==> src/rtl/serial_sub_sequencer_if.sv <==
// Handshake and operand/result bundle for serial_sub_sequencer.
// The abort signal exists only when SERIAL_SUB_ABORT_EN is defined.
interface serial_sub_sequencer_if #(
  parameter int WIDTH = 8
);
  logic             start;
  logic [WIDTH-1:0] a;
  logic [WIDTH-1:0] b;
  logic             busy;
  logic             done;
  logic [WIDTH-1:0] diff;
  logic             borrow_out;
  logic             a_gt_b;
  logic             a_eq_b;
  logic             a_lt_b;
`ifdef SERIAL_SUB_ABORT_EN
  logic             abort;
`endif

  modport master (
    output start, a, b,
`ifdef SERIAL_SUB_ABORT_EN
    output abort,
`endif
    input  busy, done, diff, borrow_out, a_gt_b, a_eq_b, a_lt_b
  );

  modport slave (
    input  start, a, b,
`ifdef SERIAL_SUB_ABORT_EN
    input  abort,
`endif
    output busy, done, diff, borrow_out, a_gt_b, a_eq_b, a_lt_b
  );
endinterface

==> src/rtl/serial_sub_sequencer.sv <==
// Bit-serial subtractor / unsigned magnitude comparator.
// One full-subtractor cell plus a registered borrow, operands consumed LSB first.
// Optional feature macro: SERIAL_SUB_ABORT_EN (adds an abort input to the bus).
//
// state | meaning
// IDLE  | waiting for start; operands latched on accept
// SHIFT | one bit per clock through the subtractor cell
// DONE  | one-cycle done pulse, results valid
module serial_sub_sequencer #(
  parameter int WIDTH = 8
) (
  input  logic                  clk,
  input  logic                  rst_n,
  serial_sub_sequencer_if.slave sub_if
);
  localparam int CW = $clog2(WIDTH);

  typedef enum logic [1:0] {
    IDLE  = 2'd0,
    SHIFT = 2'd1,
    DONE  = 2'd2
  } state_t;

  state_t           state_q, state_d;
  logic [WIDTH-1:0] a_sr_q, a_sr_d;
  logic [WIDTH-1:0] b_sr_q, b_sr_d;
  logic [WIDTH-1:0] dsr_q, dsr_d;
  logic             br_q, br_d;
  logic [CW-1:0]    cnt_q, cnt_d;

  logic             busy_q, busy_d;
  logic             done_q, done_d;
  logic [WIDTH-1:0] diff_q, diff_d;
  logic             borrow_q, borrow_d;
  logic             gt_q, gt_d;
  logic             eq_q, eq_d;
  logic             lt_q, lt_d;

  logic             abort_w;
  logic             bit_d;
  logic             br_nxt;
  logic [WIDTH-1:0] diff_nxt;
  logic             last_bit;
  logic             zero_nxt;

`ifdef SERIAL_SUB_ABORT_EN
  assign abort_w = sub_if.abort;
`else
  assign abort_w = 1'b0;
`endif

  // Full-subtractor cell on the current LSBs and the running borrow
  assign bit_d    = a_sr_q[0] ^ b_sr_q[0] ^ br_q;
  assign br_nxt   = (~a_sr_q[0] & b_sr_q[0]) | (~(a_sr_q[0] ^ b_sr_q[0]) & br_q);
  assign diff_nxt = {bit_d, dsr_q[WIDTH-1:1]};
  assign last_bit = (cnt_q == CW'(WIDTH - 1));
  assign zero_nxt = (diff_nxt == '0);

  // Next-state, datapath and registered-output logic
  always_comb begin
    state_d  = state_q;
    a_sr_d   = a_sr_q;
    b_sr_d   = b_sr_q;
    dsr_d    = dsr_q;
    br_d     = br_q;
    cnt_d    = cnt_q;
    done_d   = 1'b0;
    diff_d   = diff_q;
    borrow_d = borrow_q;
    gt_d     = gt_q;
    eq_d     = eq_q;
    lt_d     = lt_q;

    case (state_q)
      IDLE: begin
        if (sub_if.start) begin
          state_d = SHIFT;
          a_sr_d  = sub_if.a;
          b_sr_d  = sub_if.b;
          dsr_d   = '0;
          br_d    = 1'b0;
          cnt_d   = '0;
        end
      end
      SHIFT: begin
        if (abort_w) begin
          // Discard the operation; published results stay at the last completion
          state_d = IDLE;
        end else begin
          a_sr_d = a_sr_q >> 1;
          b_sr_d = b_sr_q >> 1;
          br_d   = br_nxt;
          dsr_d  = diff_nxt;
          cnt_d  = cnt_q + CW'(1);
          if (last_bit) begin
            state_d  = DONE;
            done_d   = 1'b1;
            diff_d   = diff_nxt;
            borrow_d = br_nxt;
            lt_d     = br_nxt;
            eq_d     = zero_nxt;
            gt_d     = ~br_nxt & ~zero_nxt;
          end
        end
      end
      DONE: begin
        state_d = IDLE;
      end
      default: begin
        state_d = IDLE;
      end
    endcase

    busy_d = (state_d != IDLE);
  end

  // FSM state register
  always_ff @(posedge clk or negedge rst_n) begin
    if (!rst_n) begin
      state_q <= IDLE;
    end else begin
      state_q <= state_d;
    end
  end

  // Operand/difference shift registers, running borrow and bit counter
  always_ff @(posedge clk or negedge rst_n) begin
    if (!rst_n) begin
      a_sr_q <= '0;
      b_sr_q <= '0;
      dsr_q  <= '0;
      br_q   <= 1'b0;
      cnt_q  <= '0;
    end else begin
      a_sr_q <= a_sr_d;
      b_sr_q <= b_sr_d;
      dsr_q  <= dsr_d;
      br_q   <= br_d;
      cnt_q  <= cnt_d;
    end
  end

  // Registered outputs; results change only on a completing edge
  always_ff @(posedge clk or negedge rst_n) begin
    if (!rst_n) begin
      busy_q   <= 1'b0;
      done_q   <= 1'b0;
      diff_q   <= '0;
      borrow_q <= 1'b0;
      gt_q     <= 1'b0;
      eq_q     <= 1'b0;
      lt_q     <= 1'b0;
    end else begin
      busy_q   <= busy_d;
      done_q   <= done_d;
      diff_q   <= diff_d;
      borrow_q <= borrow_d;
      gt_q     <= gt_d;
      eq_q     <= eq_d;
      lt_q     <= lt_d;
    end
  end

  assign sub_if.busy       = busy_q;
  assign sub_if.done       = done_q;
  assign sub_if.diff       = diff_q;
  assign sub_if.borrow_out = borrow_q;
  assign sub_if.a_gt_b     = gt_q;
  assign sub_if.a_eq_b     = eq_q;
  assign sub_if.a_lt_b     = lt_q;
endmodule

==> src/flat_wrapper.sv <==
// flat-port wrapper written by rule: the top's interface ports become plain ports
module serial_sub_sequencer_flat 
#(
  parameter int WIDTH = 8
)
  (clk, rst_n, sub_if_start, sub_if_a, sub_if_b, sub_if_busy, sub_if_done, sub_if_diff, sub_if_borrow_out, sub_if_a_gt_b, sub_if_a_eq_b, sub_if_a_lt_b);
  serial_sub_sequencer_if #(.WIDTH(WIDTH)) sub_if_i ();
  input  logic clk;
  input  logic rst_n;
  input wire logic [$bits(sub_if_i.start)-1:0] sub_if_start;
  input wire logic [$bits(sub_if_i.a)-1:0] sub_if_a;
  input wire logic [$bits(sub_if_i.b)-1:0] sub_if_b;
  output wire logic [$bits(sub_if_i.busy)-1:0] sub_if_busy;
  output wire logic [$bits(sub_if_i.done)-1:0] sub_if_done;
  output wire logic [$bits(sub_if_i.diff)-1:0] sub_if_diff;
  output wire logic [$bits(sub_if_i.borrow_out)-1:0] sub_if_borrow_out;
  output wire logic [$bits(sub_if_i.a_gt_b)-1:0] sub_if_a_gt_b;
  output wire logic [$bits(sub_if_i.a_eq_b)-1:0] sub_if_a_eq_b;
  output wire logic [$bits(sub_if_i.a_lt_b)-1:0] sub_if_a_lt_b;
  assign sub_if_i.start = sub_if_start;
  assign sub_if_i.a = sub_if_a;
  assign sub_if_i.b = sub_if_b;
  assign sub_if_busy = sub_if_i.busy;
  assign sub_if_done = sub_if_i.done;
  assign sub_if_diff = sub_if_i.diff;
  assign sub_if_borrow_out = sub_if_i.borrow_out;
  assign sub_if_a_gt_b = sub_if_i.a_gt_b;
  assign sub_if_a_eq_b = sub_if_i.a_eq_b;
  assign sub_if_a_lt_b = sub_if_i.a_lt_b;
  serial_sub_sequencer #(.WIDTH(WIDTH)) u_core (.clk(clk), .rst_n(rst_n), .sub_if(sub_if_i));
endmodule
==> config.mk <==
export PLATFORM = sky130hd
export DESIGN_NAME = serial_sub_sequencer_flat
export DESIGN_NICKNAME = d
export VERILOG_FILES = /design/src/rtl/serial_sub_sequencer_if.sv /design/src/rtl/serial_sub_sequencer.sv /design/src/flat_wrapper.sv
export SDC_FILE = /design/constraint.sdc
export NUM_CORES = 1
export LEC_CHECK = 0
export ABC_CLOCK_PERIOD_IN_PS = 5200
export CELL_PAD_IN_SITES_DETAIL_PLACEMENT = 2
export CELL_PAD_IN_SITES_GLOBAL_PLACEMENT = 2
export CORE_MARGIN = 4
export CORE_UTILIZATION = 36
export CTS_CLUSTER_DIAMETER = 120
export DETAILED_ROUTE_END_ITERATION = 10
export GPL_TIMING_DRIVEN = 1
export PLACE_DENSITY = 0.9
export SLEW_MARGIN = 5
export SYNTH_ARGS = -nofsm -noshare
export SYNTH_HDL_FRONTEND = slang
export SYNTH_SLANG_ARGS = --single-unit
==> constraint.sdc <==
create_clock -name clk -period 5.2 [get_ports clk]
set_clock_uncertainty 0.15 [all_clocks]
set_input_delay 1.3 -clock clk [delete_from_list [all_inputs] [get_ports clk]]
set_output_delay 1.3 -clock clk [all_outputs]
set_load 0.01 [all_outputs]
-- Word-level counts from Yosys, hierarchy flattened
Cells that the tools add are included.
- bits in registers: 43
- output and inout bits: 14
- word-level logic and storage cells: 47
- add/subtract/negate cells: 1
- equality and inequality tests: 3
- mux-type cells: 15
- bitwise logic cells: 10
- reductions and logical operators: 6
- operators with widths (cell ; count):
    $pmux W8 S2 ; 3
    $mux W8 ; 3
    $logic_not A8 Y1 ; 1
    $pmux W3 S2 ; 1
    $mux W2 ; 2
    $not A1 Y1 ; 4
    $pmux W2 S2 ; 1
    $reduce_and A2 Y1 ; 2
    $reduce_bool A2 Y1 ; 2
    $add A3 B1 Y3 const B ; 1
    $and A1 B1 Y1 ; 3
    $eq A3 B3 Y1 const B ; 1
    $mux W1 ; 3
    $mux W3 ; 1
    $eq A2 B1 Y1 const B ; 1
    $logic_not A2 Y1 ; 1
    $ne A2 B2 Y1 const B ; 1
    $pmux W1 S2 ; 1
    $xor A1 B1 Y1 ; 2
    $or A1 B1 Y1 ; 1

-- Depth between registers and ports, before layout
- word-level depth: 6
- depth in mapped cells: 6
- depth with buffers taken out: 5

-- Worst setup path before layout
Ideal clock, no wire load.
- path type: input port to flip-flop
- start point: in sub_if_start
- end point: reg u_core.dsr_q[7]
- arrival time: 1.930 ns
- required time: 4.967 ns
- path slack: 3.037 ns
- stages: 5
- cells stage by stage: o21bai_1 > buf_2 > buf_4 > nand2_1 > o21ai_0
- longest elaborated chain between the ends: 2
- ends and longest elaborated chain (element ; line ; source):
    from (decl) ; flat_wrapper.sv:10 ; input wire logic [$bits(sub_if_i.start)-1:0] sub_if_start;
    $ne A2 B2 Y1 (no line) ; - ;
    $reduce_and A2 Y1 (no line) ; - ;
    to (signal assigned) ; serial_sub_sequencer.sv:137 ; dsr_q <= dsr_d;
    to (decl) ; serial_sub_sequencer.sv:27 ; logic [WIDTH-1:0] dsr_q, dsr_d;
No other way between the ends.
A chain may end at the register's enable or synchronous reset.

==> flow_metrics.env <==
export IMPL_status="finished, final reports clean"
export IMPL_p_per_area_nw_per_um2=603
export IMPL_drt_total_wl_um=3880
export IMPL_worstHoldStart="u_core.sub_if.a_eq_b"
export IMPL_cts_resized=0
export IMPL_yosys_top_cells_area="dfrtp_1 60%, mux2i_1 7.4%, mux2_2 5.1%, a22o_1 5.0%, nand2_1 4.3%"
export IMPL_die_w_um=78.0
export IMPL_setup_tns_final_ns=0
export IMPL_finalCritPeriodShare_pct=51.7
export IMPL_grt_pass1_wl_um=6870
export IMPL_cts_buffers=5
export IMPL_final_cell_mix="42 x dfrtp_1, 31 x clkdlybuf4s50_1, 20 x nand2_1"
export IMPL_hold_class="flip-flop to flip-flop"
export IMPL_cp_startpoint="u_core.sub_if.borrow_out"
export IMPL_crit_chain="clkdlybuf4s50_1"
export IMPL_clock_latency_ns=0.30
export IMPL_post_cts_setup_buffers=0
export IMPL_antenna_left=0
export IMPL_syn_area_per_cell_um2=12.2
export IMPL_path_buf_inv=1
export IMPL_critPathRequiredTime_ns=3.75
export IMPL_syn_inst=145
export IMPL_ys_seq_area_share_pct=59.6
export IMPL_fin_util_pct=47.7
export IMPL_io_pins=33
export IMPL_coreArea_um2=4720
export IMPL_ctsHoldBuffers=0
export IMPL_finalPower_mw=1.36
export IMPL_synth_seq_cells=42
export IMPL_start_util_pct=37.4
export IMPL_ys_warn_count=0
export IMPL_crit_arrival_ns=1.24
export IMPL_leakagePower_nw=1.05
export IMPL_ir_drop_uv=184
export IMPL_vias_per_cell=4.93
export IMPL_worstReg2RegStart="u_core.state_q[0]"
export IMPL_htreeDepth=2
export IMPL_clock_sinks=42
export IMPL_final_common_cell="dfrtp_1"
export IMPL_clk_pin_slew_ns=0.08
export IMPL_slew_headroom_pct=19.6
export IMPL_die_area_um2=6080
export IMPL_rows=25
export IMPL_min_period_ns=2.69
export IMPL_drv_cap=0
export IMPL_gp_congestion=0.739
export IMPL_dr_total_vias=1202
export IMPL_max_freq_mhz=372
export IMPL_slew_violations=0
export IMPL_wl_per_cell_um=15.9
export IMPL_holdPathStages=2
export IMPL_antenna_found_initial=0
export IMPL_clock_root_buffer="clkbuf_8"
export IMPL_synth_top_area_cell="dfrtp_1"
export IMPL_placed_cell_area_um2=2110
export IMPL_num_antenna_cells=0
export IMPL_postLayoutCellArea_um2=2250
export IMPL_cp_top_family="buffers and inverters"
export IMPL_cts_tree="done"
export IMPL_crit_type="flip-flop to output port"
export IMPL_overflow=0
export IMPL_rsz0062_at_grt="no"
export IMPL_portBuffers=32
export IMPL_start_kind="flip-flop"
export IMPL_clock_tree_buffer_depth=2
export IMPL_crit_path_top_delay_cell="clkdlybuf4s50_1"
export IMPL_syn_to_final_growth_pct=27.7
export IMPL_hold_viol_final=0
export IMPL_firstDrtPassIters=3
export IMPL_synthesis_nets=167
export IMPL_cp_max_fo=3
export IMPL_ys_types=25
export IMPL_first_iter_violations=41
export IMPL_synth_area_um2=1760
export IMPL_grt_use_total_pct=14.6
export IMPL_worstSetupEndpointType="output port"
export IMPL_drc=0
export IMPL_finalNetCount=198
export IMPL_cp_depth=1
export IMPL_synth_top_area_share_pct=59.6
export IMPL_grt_pass1_vias=1379
export IMPL_ff2ff_path_depth=3
export IMPL_dpl_cell_count=236
export IMPL_fin_cells=244
export IMPL_tightest_slew_ns=1.20
export IMPL_critPathMaxStageDelay_ns=0.56
export IMPL_setup_violations=0
export IMPL_layout_drive_gt1_share_pct=11.9
export IMPL_fp_dieH_um=78.0
export IMPL_grt_max_degree=43
export IMPL_hpwl_um=2780
## where the power goes
part           leakage (nW)  switching [mW]  total (mW)  internal, mW
clock network        0.0714           0.112       0.317         0.205
registers             0.533          0.0977       0.560         0.463
logic                 0.447           0.224       0.482         0.258
total                  1.05           0.434        1.36         0.925
## cell usage after synthesis
cell,count
a21oi_1,4
nand3b_2,1
clkbuf_1,2
a22oi_1,1
mux2_2,8
ha_1,2
nor4_1,1
nand2b_1,1
inv_1,4
fa_1,1
nor2_1,1
mux2i_1,13
o21ai_0,10
buf_2,2
and2b_1,1
o21bai_1,1
nor2b_1,4
buf_4,3
nand2_1,20
o21ai_1,10
buf_8,1
buf_6,1
nor4b_1,1
dfrtp_1,42
a22o_1,10
## cell families after synthesis
group,count (synthesis),share of synthesized area [%]
AOI/OAI and AO/OA,36,12.6
DFF,42,59.6
adders and majority gates,3,2.55
buffers and inverters,13,4.61
muxes,21,12.5
and+or+nand+nor,30,8.16
## state kept, by name (all words and copies together), names as in the netlist
name and count:
u_core.state_q 2, u_core.dsr_q 7, u_core.cnt_q 3, u_core.sub_if.done 1, u_core.br_q 1, u_core.sub_if.busy 1
u_core.sub_if.borrow_out 1, u_core.sub_if.a_eq_b 1, u_core.sub_if.a_gt_b 1, u_core.b_sr_q 8, u_core.sub_if.diff 8, u_core.a_sr_q 8
## path summary, 6_finish.rpt
| kind | to | slack, ns |
|---|---|---|
| max in group asynchronous | u_core.b_sr_q[7] | 3.32 |
| hold / removal | u_core.sub_if.a_eq_b | 0.34 |
| hold reg to reg | u_core.sub_if.a_eq_b | 0.34 |
| min in group asynchronous | u_core.sub_if.diff[5] | 1.00 |
| setup reg to reg | u_core.a_sr_q[0] | 3.00 |
| setup / recovery | sub_if_a_lt_b | 2.51 |
## metal layers
metal  track usage (%)  vias up  routed length (um)
met4              4.20        0                  50
met5                 0        -                   0
li1                  -      563                   -
met2              24.4       30                1960
met1              17.7      603                1680
met3              5.22        6                 195
## metrics by stage
| step | setup WS (ns) | hold slack [ns] |
|---|---|---|
| floorplan | 3.04 | 0.300 |
| global placement | 2.32 | 0.314 |
| detailed placement | 2.21 | 0.325 |
| CTS | 2.47 | 0.344 |
| global route | 2.37 | 0.370 |
| finish | 2.51 | 0.337 |
## cell type report
type	count	area (um2)
Tap cell	67	83.8
Clock inverter	2	60.1
Fill cell	488	2470
Timing Repair Buffer	33	323
Inverter	4	15.0
Clock buffer	6	82.6
Multi-Input combinational cell	90	638
Sequential cell	42	1050
(Power assumes the default switching activity.)
